## src/rtl/jt900h_ramwr.sv

```systemverilog
// Memory write controller: splits byte/word/long stores into 16-bit little-endian RAM beats.
// Optional one-entry posting buffer enabled by defining JT900H_RAMWR_POST_EN.
module jt900h_ramwr #(
    parameter int AW = 24
) (
    input  logic          clk,
    input  logic          rst_n,
    input  logic          cen,
    input  logic          wr_en,
    output logic          wr_rdy,
    input  logic [AW-1:0] wr_addr,
    input  logic [31:0]   wr_data,
    input  logic [1:0]    wr_size,
    output logic          wr_busy,
    output logic          wr_done,
    output logic [AW-1:0] ram_waddr,
    output logic [15:0]   ram_din,
    output logic [1:0]    ram_we,
    input  logic          ram_ok
);

    typedef enum logic {IDLE, BEAT} state_t;

    typedef struct packed {
        logic [AW-1:0] addr;
        logic [15:0]   din;
        logic [1:0]    we;
    } beat_t;

    state_t        state, state_nx;
    logic [AW-1:0] req_addr;
    logic [31:0]   req_data;
    logic [1:0]    req_size;
    logic [1:0]    cnt;
    logic          ack, last_ack, accept, start_new, load_buf;
    logic [AW-1:0] src_addr;
    logic [31:0]   src_data;
    logic [1:0]    src_size;
    beat_t         first_beat, next_beat;

    function automatic logic [1:0] beat_count(input logic odd, input logic [1:0] size);
        case (size)
            2'd2:    beat_count = odd ? 2'd3 : 2'd2;
            2'd1:    beat_count = odd ? 2'd2 : 2'd1;
            default: beat_count = 2'd1;
        endcase
    endfunction

    // Beat idx of a store: lane contents follow from the start address parity
    function automatic beat_t beat_fn(input logic [AW-1:0] a, input logic [31:0] d,
                                      input logic [1:0] size, input logic [1:0] idx);
        beat_t b;
        b.addr = {a[AW-1:1], 1'b0} + {{(AW-3){1'b0}}, idx, 1'b0};
        b.din  = 16'h0000;
        b.we   = 2'b00;
        case (size)
            2'd2: begin
                if (!a[0]) begin
                    b.we  = 2'b11;
                    b.din = (idx == 2'd0) ? d[15:0] : d[31:16];
                end else begin
                    case (idx)
                        2'd0:    begin b.we = 2'b10; b.din = {d[7:0], 8'h00}; end
                        2'd1:    begin b.we = 2'b11; b.din = d[23:8]; end
                        default: begin b.we = 2'b01; b.din = {8'h00, d[31:24]}; end
                    endcase
                end
            end
            2'd1: begin
                if (!a[0]) begin
                    b.we  = 2'b11;
                    b.din = d[15:0];
                end else if (idx == 2'd0) begin
                    b.we  = 2'b10;
                    b.din = {d[7:0], 8'h00};
                end else begin
                    b.we  = 2'b01;
                    b.din = {8'h00, d[15:8]};
                end
            end
            default: begin
                b.we  = a[0] ? 2'b10 : 2'b01;
                b.din = a[0] ? {d[7:0], 8'h00} : {8'h00, d[7:0]};
            end
        endcase
        return b;
    endfunction

    assign ack      = cen && ram_ok && (state == BEAT);
    assign last_ack = ack && (cnt == beat_count(req_addr[0], req_size) - 2'd1);
    assign accept   = cen && wr_en && wr_rdy;
    assign wr_busy  = (state == BEAT);

`ifdef JT900H_RAMWR_POST_EN
    logic          buf_valid;
    logic [AW-1:0] buf_addr;
    logic [31:0]   buf_data;
    logic [1:0]    buf_size;

    assign wr_rdy    = !buf_valid;
    assign start_new = accept && ((state == IDLE) || last_ack);
    assign load_buf  = last_ack && buf_valid;
    assign src_addr  = load_buf ? buf_addr : wr_addr;
    assign src_data  = load_buf ? buf_data : wr_data;
    assign src_size  = load_buf ? buf_size : wr_size;

    // A request arriving mid-store parks here until the current store's last ack
    always_ff @(posedge clk or negedge rst_n) begin
        if (!rst_n) begin
            buf_valid <= 1'b0;
            buf_addr  <= '0;
            buf_data  <= '0;
            buf_size  <= '0;
        end else if (cen) begin
            if (load_buf) begin
                buf_valid <= 1'b0;
            end else if (accept && !start_new) begin
                buf_valid <= 1'b1;
                buf_addr  <= wr_addr;
                buf_data  <= wr_data;
                buf_size  <= wr_size;
            end
        end
    end
`else
    assign wr_rdy    = (state == IDLE);
    assign start_new = accept;
    assign load_buf  = 1'b0;
    assign src_addr  = wr_addr;
    assign src_data  = wr_data;
    assign src_size  = wr_size;
`endif

    assign first_beat = beat_fn(src_addr, src_data, src_size, 2'd0);
    assign next_beat  = beat_fn(req_addr, req_data, req_size, cnt + 2'd1);

    always_ff @(posedge clk or negedge rst_n) begin
        if (!rst_n) state <= IDLE;
        else if (cen) state <= state_nx;
    end

    always_comb begin
        state_nx = state;
        case (state)
            IDLE: if (accept) state_nx = BEAT;
            BEAT: if (last_ack && !(start_new || load_buf)) state_nx = IDLE;
            default: state_nx = IDLE;
        endcase
    end

    // Beat outputs are registered; a new store overrides the idle return on its last ack
    always_ff @(posedge clk or negedge rst_n) begin
        if (!rst_n) begin
            req_addr  <= '0;
            req_data  <= '0;
            req_size  <= '0;
            cnt       <= '0;
            ram_waddr <= '0;
            ram_din   <= '0;
            ram_we    <= '0;
            wr_done   <= 1'b0;
        end else if (cen) begin
            wr_done <= last_ack;
            if (start_new || load_buf) begin
                req_addr  <= src_addr;
                req_data  <= src_data;
                req_size  <= src_size;
                cnt       <= 2'd0;
                ram_waddr <= first_beat.addr;
                ram_din   <= first_beat.din;
                ram_we    <= first_beat.we;
            end else if (last_ack) begin
                ram_we <= 2'b00;
                cnt    <= 2'd0;
            end else if (ack) begin
                cnt       <= cnt + 2'd1;
                ram_waddr <= next_beat.addr;
                ram_din   <= next_beat.din;
                ram_we    <= next_beat.we;
            end
        end
    end

endmodule

```

## config.mk

```make
export PLATFORM = sky130hd
export DESIGN_NAME = jt900h_ramwr
export DESIGN_NICKNAME = d
export VERILOG_FILES = /design/src/rtl/jt900h_ramwr.sv
export SDC_FILE = /design/constraint.sdc
export NUM_CORES = 1
export LEC_CHECK = 0
export ABC_AREA = 1
export ABC_CLOCK_PERIOD_IN_PS = 2800
export CAP_MARGIN = 0
export CORE_MARGIN = 5
export CORE_UTILIZATION = 40
export DETAILED_ROUTE_END_ITERATION = 6
export PLACE_DENSITY = 0.7
export REMOVE_ABC_BUFFERS = 1
export SYNTH_ARGS = -nofsm -noshare
export SYNTH_HDL_FRONTEND = slang
export SYNTH_SLANG_ARGS = --single-unit
```

## constraint.sdc

```tcl
create_clock -name clk -period 2.8 [get_ports clk]
set_input_delay 0.84 -clock clk [delete_from_list [all_inputs] [get_ports clk]]
set_output_delay 0.84 -clock clk [all_outputs]
set_load 0.01 [all_outputs]
```

## After elaboration in Yosys (flattened, before gate mapping)

Index checks and enable logic that the tools add are counted.

| cells by class | value |
|---|---|
| add/sub/neg operators | 3 |
| reduce and logical (&&, ||, !) cells | 14 |
| muxes and demuxes | 29 |
| bitwise gates (word level) | 1 |
| equality and inequality tests | 7 |

Operator list:

| operator | number |
|---|---|
| $mux 16 | 6 |
| $mux 18 | 5 |
| $mux 24 | 3 |
| $pmux 18 s2 | 2 |
| $add 24x3->24 | 1 |
| $mux 2 | 8 |
| $eq 2x1->1 const B | 3 |
| $logic_and 1x1->1 | 6 |
| $eq 2x2->1 const B | 2 |
| $pmux 2 s2 | 1 |
| $reduce_and 2->1 | 2 |
| $mux 1 | 3 |
| $reduce_and 3->1 | 1 |
| $reduce_bool 3->1 | 1 |
| $add 2x1->2 const B | 1 |
| $eq 2x2->1 | 1 |
| $logic_not 2->1 | 1 |
| $ne 2x1->1 const B | 1 |
| $pmux 1 s2 | 1 |
| $reduce_bool 2->1 | 1 |
| $reduce_or 2->1 | 1 |
| $sub 2x1->2 const B | 1 |
| $logic_not 1->1 | 1 |
| $not 1->1 | 1 |

| storage, ports and cells | value |
|---|---|
| output and inout bits | 45 |
| logic and storage cells | 63 |
| input bits | 63 |
| bits in registers | 104 |

## Logic depth before layout (Yosys ltp)

Gate-level depths: netlist of run 1.

| logic depth | value |
|---|---|
| depth in word-level cells | 8 |
| gate-level depth with buffers | 14 |
| depth with buffers taken out | 14 |

## Worst setup path before layout of run 1

OpenSTA, ideal clock, no wires.

| timing path | value |
|---|---|
| path type | register to register |
| start point | register cnt[0] |
| end point | register ram_waddr[21] |
| path slack | 0.446 ns |
| data arrival time | 2.238 ns |
| cell stages (with the launch flop) | 15 |
| clock period less this slack | 2.354 ns |
| setup time | 0.116 ns |
| data required time | 2.684 ns |
| cells stage by stage | dfrtp_1 inv_1 ha_1 clkinv_1 fa_1 inv_1 nand2_1 nor2_2 nand3_2 nor2_2 nand2_1 nand2_1 nand3_1 nand2_1 nand2_1 |

| on the way | value |
|---|---|
| word-level cells in the longest chain between the ends | 5 |
| elaborated cells between the ends (all ways) | 9 |

Ends and longest elaborated chain:

| element | RTL line | RTL |
|---|---|---|
| from (decl) | 34 | `logic [1:0] cnt;` |
| from (signal assigned) | 176 | `cnt <= cnt + 2'd1;` |
| $add 2x1->2 | 135 | `assign next_beat = beat_fn(req_addr, req_data, req_size, cnt + 2'd1);` |
| $add 24x3->24 | 53 | `b.addr = {a[AW-1:1], 1'b0} + {{(AW-3){1'b0}}, idx, 1'b0};` |
| $mux 24 | 175 | `end else if (ack) begin` |
| $mux 24 | 172 | `end else if (last_ack) begin` |
| $mux 24 | 164 | `if (start_new \|\| load_buf) begin` |
| to (signal assigned) | 169 | `ram_waddr <= first_beat.addr;` |
| to (signal assigned) | 177 | `ram_waddr <= next_beat.addr;` |
| to (decl) | 16 | `output logic [AW-1:0] ram_waddr,` |

Several ways; a longest one is shown, not always the timed one. The select of a mux whose other input is x is not followed.
A chain may end at the register's enable or synchronous reset.

## Worst setup path in the final report of run 1

Same ends and word-level chain as after synthesis.

==> results of run 1 <==
==> layout make-up <==
type	instances	area, um^2	area share [%]
clock buffers	11	253	3.31
clock inverters	5	56.3	0.738
inverters	49	186	2.44
multi-input cells	677	3040	39.9
flip-flops and latches	103	2580	33.8
well taps	188	235	3.08
repair buffers	127	1280	16.8
==> synthesized netlist by cell type, types with 5 or more instances <==
library cell	count
nand2_1	404
dfrtp_1	103
nand3_1	85
o21ai_0	51
inv_1	40
a21oi_1	35
nor2_1	35
buf_2	19
clkbuf_1	10
buf_4	9
o211ai_1	9
o22ai_1	9
ha_1	8
inv_2	6
nand4_1	6
nor3_1	6
nand3_2	5
nand3b_1	5
==> worst min path at each step <==
stage | from | cells after the start | endpoint
after floorplan | req_addr[1] | 2 | req_addr[1]
after global placement | ram_waddr[21] | 2 | ram_waddr[21]
after detailed placement | ram_din[2] | 2 | ram_din[2]
after CTS | rst_n | 1 | req_data[4]
after global routing | rst_n | 1 | req_data[4]
final | rst_n | 1 | req_data[12]
==> logic make-up (layout without fill, tap and decap cells) <==
logic type / count (synthesis) / count (layout) / synth area share, %
simple gates: 553 / 553 / 37.7
other cells: 1 / 1 / 0.0620
xor+xnor: 3 / 3 / 0.435
buf+inv: 93 / 192 / 7.16
fa+ha+maj: 9 / 9 / 1.99
compound gates: 111 / 111 / 9.98
flops: 103 / 103 / 42.6
==> sequential cells by signal, indices dropped and copies added (netlist names), 2 cells and up <==
register and cells:
req_data 32, ram_din 16, cnt 2, req_size 2, ram_waddr 23, req_addr 24
ram_we 2
==> critical path, cell delays in order (launching register included) <==
cell and delay, ns:
dfrtp_1 0.43, inv_1 0.13, ha_1 0.33, clkinv_1 0.12, fa_1 0.44, inv_1 0.10
nand2_1 0.08, nor2_2 0.24, nand3_4 0.15, nor2_2 0.14, nand2_1 0.06, nand2_1 0.05
nand3_1 0.06, nand2_1 0.06, nand2_1 0.05
==> per-stage QoR <==
step | power (uW) | hold WS (ns) | area (um^2) | setup slack, ns | utilization, %
6_report | 8570 | 0.452 | 7630 | 0.260 | 50.8
5_1_grt | 9340 | 0.497 | 7630 | 0.000202 | 50.8
4_1_cts | 8580 | 0.458 | 7620 | 0.228 | 50.7
3_5_place_dp | 7230 | 0.464 | 7310 | -0.00336 | 48.6
3_3_place_gp | 7160 | 0.467 | 7310 | 0.0614 | 48.6
2_1_floorplan | 5410 | 0.455 | 5800 | -0.836 | -
==> power groups by stage <==
| stage | Combinational [uW] | Clock [uW] | Sequential [uW] |
|---|---|---|---|
| 2_1_floorplan | 2610 | 0 | 2800 |
| 3_3_place_gp | 4340 | 0 | 2830 |
| 3_5_place_dp | 4410 | 0 | 2810 |
| 4_1_cts | 4430 | 1350 | 2800 |
| 5_1_grt | 5030 | 1390 | 2910 |
| 6_report | 4440 | 1320 | 2820 |
==> metal layers <==
layer	vias to the layer above	global-route usage, %	routed length [um]
li1	3002	-	-
met1	2774	27.6	8070
met2	184	31.2	7840
met3	23	3.23	888
met4	0	8.08	370
met5	-	0	0
==> what timing repair did <==
item	CTS	global route
endpoints found under the hold margin	0	0
buffers inserted	0	0
setup endpoints to repair	0	1
resized for setup	0	1
==> results.md, run 1 <==
* Clk buf depth at 2
* Port bufs at 106
* Main flop type after synthesis: dfrtp_1
* Final Setup Violations at 0
* Dominant cells by area after synthesis: dfrtp_1 (43%), nand2_1 (25%), nand3_1 (7.0%)
* Largest net degree at the start of global routing at 43
* Sequential Power Share at approximately 33%
* H-Tree Depth at 3
* CTS Root Cell: clkbuf_16
* Max VDD drop at roughly 430 uV
* GRT Util Overall at between 10% and 20%
* Crit path to: ram_waddr[21]
* Clock Latency Late Sink at 0.36 ns
* DRT antenna net count at 0
* Sink Count at between 100 and 150
* Setup TNS at 0 ns
* Critical path startpoint: cnt[0]
* Synth Register Bits at just over 100
* Achievable Freq at 394 MHz
* Vias in the first global route at roughly 5700
* Lkg Pwr at 0.00376 uW
* Detailed-placement wirelength estimate at between 10000 and 15000 um
* Dpl cells at 1144
* Int Pwr at around 4700 uW
* Non-filler cells, final at 1160
* Core ar. at 15000 um^2
* First-pass GRT wire length at 28600 um
* Fin crit share at 90.7%
* GP Congestion at about 0.83
* Most frequent cells in the layout: nand2_1 (404), clkdlybuf4s50_1 (105), dfrtp_1 (103)
* Clock skew at approximately 0.0040 ns
* Yosys top cell area share at between 40% and 50%
* Pwr/cell area at 1120 nW/um^2
* Final WL at around 17000 um
* Cts bufs inserted at 9
* Comb pwr share at between 50% and 60%
* Layout cells sized above 1 at 5.86%
* Die height at between 100 and 150 um
* Boundary Pins at 108
* Grt ovf at 0
* Status: completed
* Distinct cells, synth at 37
* Kind of critical path: reg -> reg
* Data arrival, critical path at 2.79 ns
* CP Max Fanout at 7
* Starting Density at between 40% and 50%
* Capturing point of the worst reg2reg path: ram_waddr[21]
* Worst Setup End Kind: register
* DR WL/cell at 14.8 um
* Sw frac at approximately 45%
* Vias after detailed routing at 5983
* Filler cell count at 1464
* EDFF count, synth at 0
* Most common library cell in the layout ignoring fill and taps: nand2_1
* Initial DRC Count at ~470
* Sequential share of the synthesized area at approximately 43%
* Data required, critical path at 3.05 ns
* Min Tclk post-route at roughly 2.5 ns
* Number of max-slew violations in the final report at 0
* Worst-Margin Slew at 0.822 ns
* Initial antenna violation count at 0
* Area of the mapped netlist at approximately 6000 um^2
* Clock network power share at 15.4%
* Die width at 133 um
* Number of diodes at 0
* Asr flop ratio synth at 100%
* Worst reg2reg setup slack at about 0.26 ns
* Layout area overhead at 26.2%
* Drt drc at 0
* Leading area contributor after synthesis: dfrtp_1
* Reg2Reg Depth at 14
* Drt pass-1 iters at 5
* Maxcap violations at 0
* Switch Pwr at 3830 uW
* Synth warnings at 0
* Crit start category: register
* Post-CTS Hold Buffers at 0
* CTS tree: done
* RSZ-0062 raised after global routing: no
* Mapped Cells at 873
* Avg Inst Size Synth at just under 7 um^2
* Row Count at between 40 and 50
* Drt via density at a little over 5
* Worst-path clk slew at ~0.070 ns
* Fin. Hold Viols at 0
* Final nets at approximately 1000
* Die area at about 18000 um^2
* Hold crit path type: in -> async
* Worst flop-to-flop path startpoint: cnt[0]
* Max_slew headroom at 45.0%
Power figures use the tool's default switching activity.
==> inputs of run 2 (changes only) <==
--- a/config.mk
+++ b/config.mk
@@ -6,11 +6,12 @@
 export NUM_CORES = 1
 export LEC_CHECK = 0
 export ABC_AREA = 1
-export ABC_CLOCK_PERIOD_IN_PS = 2800
+export ABC_CLOCK_PERIOD_IN_PS = 2600
 export CAP_MARGIN = 0
 export CORE_MARGIN = 5
 export CORE_UTILIZATION = 40
 export DETAILED_ROUTE_END_ITERATION = 6
+export HOLD_SLACK_MARGIN = 0.02
 export PLACE_DENSITY = 0.7
 export REMOVE_ABC_BUFFERS = 1
 export SYNTH_ARGS = -nofsm -noshare
==> constraint.sdc (replaced) <==
create_clock -name clk -period 2.6 [get_ports clk]
set_input_delay 0.78 -clock clk [delete_from_list [all_inputs] [get_ports clk]]
set_output_delay 0.78 -clock clk [all_outputs]
set_load 0.01 [all_outputs]
==> run 2 against run 1 <==
Effect of this change:
- via count rose by 0.37%
- clock power increased by 6%
- largest cell class unchanged
- die area unchanged
- combinational power increased by 9.7%
==> results.md, run 2 (synthesized netlist as in run 1, its figures left out) <==
* Detailed-placement wirelength estimate at 12100 um (+1.1%)
* GRT Util Overall at 20.3% (+0.42 points)
* Die height at 133 um (unchanged)
* Non-filler cells, final at 1167 (+0.60%)
* Number of max-slew violations in the final report at 0 (unchanged)
* Hold crit path type: in -> async
* Data arrival, critical path at 2.59 ns (-0.20 ns)
* CTS tree: done
* Max reg flops at 32 (unchanged)
* Data required, critical path at 2.85 ns (-0.20 ns)
* Number of diodes at 0 (unchanged)
* Final Setup Violations at 0 (unchanged)
* Dpl ws at 0.0132 ns (+0.0166 ns)
* Capturing point of the worst reg2reg path: ram_waddr[21]
* Lkg Pwr at 0.00379 uW (+0.79%)
* Port bufs at 106 (unchanged)
* Boundary Pins at 108 (unchanged)
* Vias after detailed routing at 6005 (+0.37%)
* Worst-path clk slew at 0.07 ns (about the same)
* Pwr Total at 9300 uW (+8.5%)
* Layout cells sized above 1 at 6.44% (+0.57 points)
* CTS Root Cell: clkbuf_16
* Worst Setup End Kind: register
* Min Tclk post-route at 2.34 ns (-0.203 ns)
* Worst flop-to-flop path startpoint: cnt[1]
* Worst-Margin Slew at 0.769 ns (-0.0525 ns)
* Die area at 17700 um^2 (unchanged)
* Worst reg2reg setup slack at 0.26 ns (about the same)
* CP Max Fanout at 7 (unchanged)
* Most common library cell in the layout ignoring fill and taps: nand2_1
* Starting Density at 40.2% (unchanged)
* Initial antenna violation count at 0 (unchanged)
* Cts bufs inserted at 9 (unchanged)
* Layout area overhead at 27.2%
* Largest register by flop count: req_data
* Largest net degree at the start of global routing at 53 (+23%)
* Clock skew at 0.00917 ns (+0.00512 ns)
* Post-CTS Hold Buffers at 0 (unchanged)
* Regs by FF count: req_data x32, req_addr x24, ram_waddr x23
* Status: completed
* Kind of critical path: reg -> reg
* Drt drc at 0 (unchanged)
* Finished Core Util at 51.2% (+0.40 points)
* Final worst setup slack at 0.263 ns (+0.00333 ns)
* DR WL/cell at 15.2 um (+2.8%)
* Crit start category: register
* Final nets at 1046 (+0.67%)
* Vias in the first global route at 5712 (-0.052%)
* Reg2Reg Depth at 14 (unchanged)
* Achievable Freq at 428 MHz (+8.7%)
* Drt pass-1 iters at 5 (unchanged)
* H-Tree Depth at 3 (unchanged)
* Dpl cells at 1151 (+0.61%)
* Core ar. at 15000 um^2 (unchanged)
* Sink Count at 103 (unchanged)
* Pwr/cell area at 1210 nW/um^2 (+7.7%)
* RSZ-0062 raised after global routing: no
* GP Congestion at 0.828 (-0.65%)
* Die width at 133 um (unchanged)
* Max VDD drop at 567 uV (+32%)
* Final WL at 17800 um (+3.4%)
* Most frequent cells in the layout: nand2_1 (404), clkdlybuf4s50_1 (105), dfrtp_1 (103)
* Fin. Hold Viols at 0 (unchanged)
* Drt via density at 5.15 (-0.23%)
* Fin crit share at 89.9% (-0.84 points)
* First-pass GRT wire length at 29200 um (+2.2%)
* Max_slew headroom at 48.5% (+3.5 points)
* DRT antenna net count at 0 (unchanged)
* Row Count at 45 (unchanged)
* Grt ovf at 0 (unchanged)
* Maxcap violations at 0 (unchanged)
* Initial DRC Count at 573 (+23%)
* Clk buf depth at 2 (unchanged)
* Clock Latency Late Sink at 0.36 ns (about the same)
run 2: cell types whose count changed in the layout (fill, tap and decap cells not counted), sizes merged:
cell    change
inv         +1
buf         +7
clkinv      -1
run 2: timing repair:
item | in CTS | in global routing
endpoints found under the setup margin | 0 | 3
buffers inserted | 0 | 0
gates resized for setup | 0 | 2
run 2: metal layers:
| layer | wire length [um] | GRT usage [%] |
|---|---|---|
| met1 | 8260 | 28.5 |
| met2 | 8140 | 31.6 |
| met3 | 999 | 2.93 |
| met4 | 364 | 8.49 |
| met5 | 0 | 0 |
run 2: critical path, stage by stage, from the launching register on:
cell and delay [ns]:
dfrtp_1 0.35, inv_1 0.07, ha_1 0.31, clkinv_1 0.11
fa_1 0.44, inv_1 0.10, nand2_1 0.10, nor2_4 0.18
nand3_4 0.14, nor2_2 0.15, nand2_1 0.06, nand2_1 0.05
nand3_1 0.07, nand2_1 0.06, nand2_1 0.05
run 2: worst max path at each step:
stage	startpoint	to	depth (start not counted)
2_1_floorplan	cen	ram_waddr[14]	8
3_3_place_gp	cen	ram_din[13]	8
3_5_place_dp	cen	ram_waddr[6]	9
4_1_cts	cnt[1]	ram_waddr[21]	14
5_1_grt	cnt[1]	ram_waddr[23]	14
6_report	cnt[1]	ram_waddr[21]	14
run 2: metrics by stage:
step / TNS [ns] / hold WS [ns] / cell area, um^2
finish: 0 / 0.256 / 7690
global route: 0 / 0.257 / 7690
floorplan: -53.81 / 0.455 / 5800
CTS: 0 / 0.252 / 7680
global placement: 0 / 0.466 / 7380
detailed placement: 0 / 0.466 / 7380
run 2: layout make-up:
class                           count  area, um^2
Clock inverter                      5        56.3
Inverter                           49         186
Tap cell                          188         235
Sequential cell                   103        2580
Multi-Input combinational cell    677        3050
Timing Repair Buffer              134        1340
Fill cell                        1457        7340
Clock buffer                       11         243
run 2: power breakdown:
part	switching, uW	internal, uW
registers	670	2360
clock network	631	774
logic	2870	2000
==> inputs of run 3 (changes only) <==
--- a/config.mk
+++ b/config.mk
@@ -6,7 +6,7 @@
 export NUM_CORES = 1
 export LEC_CHECK = 0
 export ABC_AREA = 1
-export ABC_CLOCK_PERIOD_IN_PS = 2600
+export ABC_CLOCK_PERIOD_IN_PS = 2400
 export CAP_MARGIN = 0
 export CORE_MARGIN = 5
 export CORE_UTILIZATION = 40
==> constraint.sdc (replaced) <==
create_clock -name clk -period 2.4 [get_ports clk]
set_input_delay 0.72 -clock clk [delete_from_list [all_inputs] [get_ports clk]]
set_output_delay 0.72 -clock clk [all_outputs]
set_load 0.05 [all_outputs]
==> run 3 against run 2 <==
Effect of this change:
- clock skew is 0.0020 ns lower
- non-clock buffer count is 14 higher
- design area increased by 1.9%
- clock power rose by 6%
- power grew 20%
- worst setup slack worse by 0.19 ns
- sequential power rose by 7.6%
- utilization up 0.97 points
- clock-buffer cell count rose by 2
- hold slack gained 0.063 ns
- critical path depth fell by 13
- sequential share of layout area shrank 0.62 points
- highest routed layer unchanged
==> results.md, run 3 (synthesized netlist as in run 1, its figures left out) <==
* Boundary Pins at 108 (unchanged)
* Largest delay share family, worst path: buffers and inverters
* Reg area at 2580 um^2 (unchanged)
* Final Setup Violations at 0 (unchanged)
* RSZ-0062 raised after global routing: yes
* Data arrival, critical path at 1.60 ns (-0.99 ns)
* Non-filler cells, final at 1179 (+1.0%)
* Worst-path clk slew at 0.07 ns (about the same)
* Drt via density at 5.12 (-0.51%)
* Filler cell count at 1446 (-0.75%)
* Worst reg2reg setup slack at 0.16 ns (-0.10 ns)
* Drt drc at 0 (unchanged)
* Final nets at 1060 (+1.3%)
* Die height at 133 um (unchanged)
* Fin crit share at 96.8%
* Clk buf depth at 2 (unchanged)
* Most common library cell in the layout ignoring fill and taps: nand2_1
* Regs by FF count: req_data x32, req_addr x24, ram_waddr x23
* Lkg Pwr at 0.00387 uW (+2.1%)
* Dpl cells at 1163 (+1.0%)
* Vias after detailed routing at 6036 (+0.52%)
* Comb pwr share at 57.4% (+5.0 points)
* Die area at 17700 um^2 (unchanged)
* Dpl ws at -0.104 ns (-0.117 ns)
* Starting Density at 40.2% (unchanged)
* Worst path bufs/invs at 1 (-2)
* CP Max Fanout at 2 (-5)
* Worst Setup End Kind: output pin
* Critical path cell sequence: clkdlybuf4s50_1
* Pwr/cell area at 1420 nW/um^2 (+17%)
* Most frequent cells in the layout: nand2_1 (404), clkdlybuf4s50_1 (104), dfrtp_1 (103)
* First-pass GRT wire length at 29200 um (-0.14%)
* Maxcap violations at 0 (unchanged)
* Row Count at 45 (unchanged)
* Largest net degree at the start of global routing at 40 (-25%)
* Placed Area at 7500 um^2 (+1.7%)
* GRT Util Overall at 20.3% (-0.050 points)
* Drt pass-1 iters at 5 (unchanged)
* Initial DRC Count at 620 (+8.2%)
* Final worst setup slack at 0.0758 ns (-0.187 ns)
* Int Pwr at 5660 uW (+10%)
* Number of max-slew violations in the final report at 0 (unchanged)
* Clock network power share at 13.3% (-1.8 points)
* DRT antenna net count at 0 (unchanged)
* Hold crit path type: in -> async
* Clock Latency Late Sink at 0.36 ns (about the same)
* Vias in the first global route at 5783 (+1.2%)
* Sequential Power Share at 29.3% (-3.2 points)
* Sink Count at 103 (unchanged)
* Min Tclk post-route at 2.32 ns
* Initial antenna violation count at 0 (unchanged)
* Fin. Hold Viols at 0 (unchanged)
* Core ar. at 15000 um^2 (unchanged)
* Achievable Freq at 430 MHz
* CP max stage cell: clkdlybuf4s50_1
* Area of the multi-input gates at 3070 um^2 (+0.57%)
* CTS tree: done
* Cts bufs inserted at 9 (unchanged)
* Worst-Margin Slew at 0.724 ns (-0.0452 ns)
* Switch Pwr at 5470 uW (+31%)
* Grt ovf at 0 (unchanged)
* Final WL at 17700 um (-0.15%)
* DR WL/cell at 15.0 um (-1.2%)
* CP peak stage delay at 0.83 ns (+0.39 ns)
* Number of diodes at 0 (unchanged)
* CTS Root Cell: clkbuf_16
* Max VDD drop at 646 uV (+14%)
* Layout cells sized above 1 at 7.77% (+1.3 points)
* Crit start category: register
* Post-route cell area at 7840 um^2 (+1.9%)
* H-Tree Depth at 3 (unchanged)
* Max_slew headroom at 51.5% (+3.0 points)
* Pwr Total at 11100 uW (+20%)
* Status: completed
* Die width at 133 um (unchanged)
* Max reg flops at 32 (unchanged)
* Largest register by flop count: req_data
* Data required, critical path at 1.68 ns (-1.17 ns)
* Clock skew at 0.00719 ns (-0.00198 ns)
* Sw frac at 49.2% (+4.4 points)
* Layout area overhead at 29.6%
* Port bufs at 106 (unchanged)
* Detailed-placement wirelength estimate at 12300 um (+2.0%)
* Kind of critical path: reg -> out
* GP Congestion at 0.832 (+0.43%)
-- run 3: final timing paths --
check / from / cells past startpoint / end
setup reg to reg: cnt[0] / 15 / ram_waddr[13]
hold reg to reg: ram_waddr[19] / 2 / ram_waddr[19]
setup / recovery: ram_din[0] / 1 / ram_din[0]
max in group asynchronous: rst_n / 2 / ram_waddr[17]
hold / removal: rst_n / 1 / ram_din[2]
min in group clk: ram_waddr[19] / 2 / ram_waddr[19]
-- run 3: per-stage QoR --
| step | hold WS (ns) | utilization [%] | setup TNS (ns) |
|---|---|---|---|
| after global placement | 0.465 | 49.9 | -0.242 |
| after global routing | 0.347 | 52.1 | -0.0121 |
| after detailed placement | 0.467 | 49.9 | -1.12 |
| after floorplan | 0.424 | - | -89.05 |
| final | 0.319 | 52.1 | 0 |
| after CTS | 0.329 | 51.8 | 0 |
-- run 3: power groups by stage --
stage	Sequential (uW)	Clock, uW	Combinational [uW]
global route	3370	1550	7070
CTS	3250	1500	6330
detailed placement	3250	0	6300
finish	3260	1480	6390
floorplan	4210	0	3080
global placement	3260	0	6220
-- run 3: area by class of cell --
| class | instances | area share, % |
|---|---|---|
| multi-input cells | 677 | 39.1 |
| clock buffers | 13 | 3.19 |
| well taps | 188 | 3.00 |
| repair buffers | 148 | 19.0 |
| inverters | 49 | 2.41 |
| clock inverters | 1 | 0.383 |
| flip-flops and latches | 103 | 32.9 |
-- run 3: per-layer routing --
| layer | vias to the layer above | GRT usage, % | wire length [um] |
|---|---|---|---|
| li1 | 3032 | - | - |
| met1 | 2785 | 27.8 | 8070 |
| met2 | 195 | 31.7 | 8230 |
| met3 | 24 | 3.69 | 1070 |
| met4 | 0 | 8.26 | 366 |
| met5 | - | 0 | 0 |
-- run 3: timing repair --
item,in CTS,in global routing
setup endpoints to repair,0,9
hold endpoints to repair,0,0
gates resized for setup,0,10
setup buffers,0,2
hold buffers,0,0
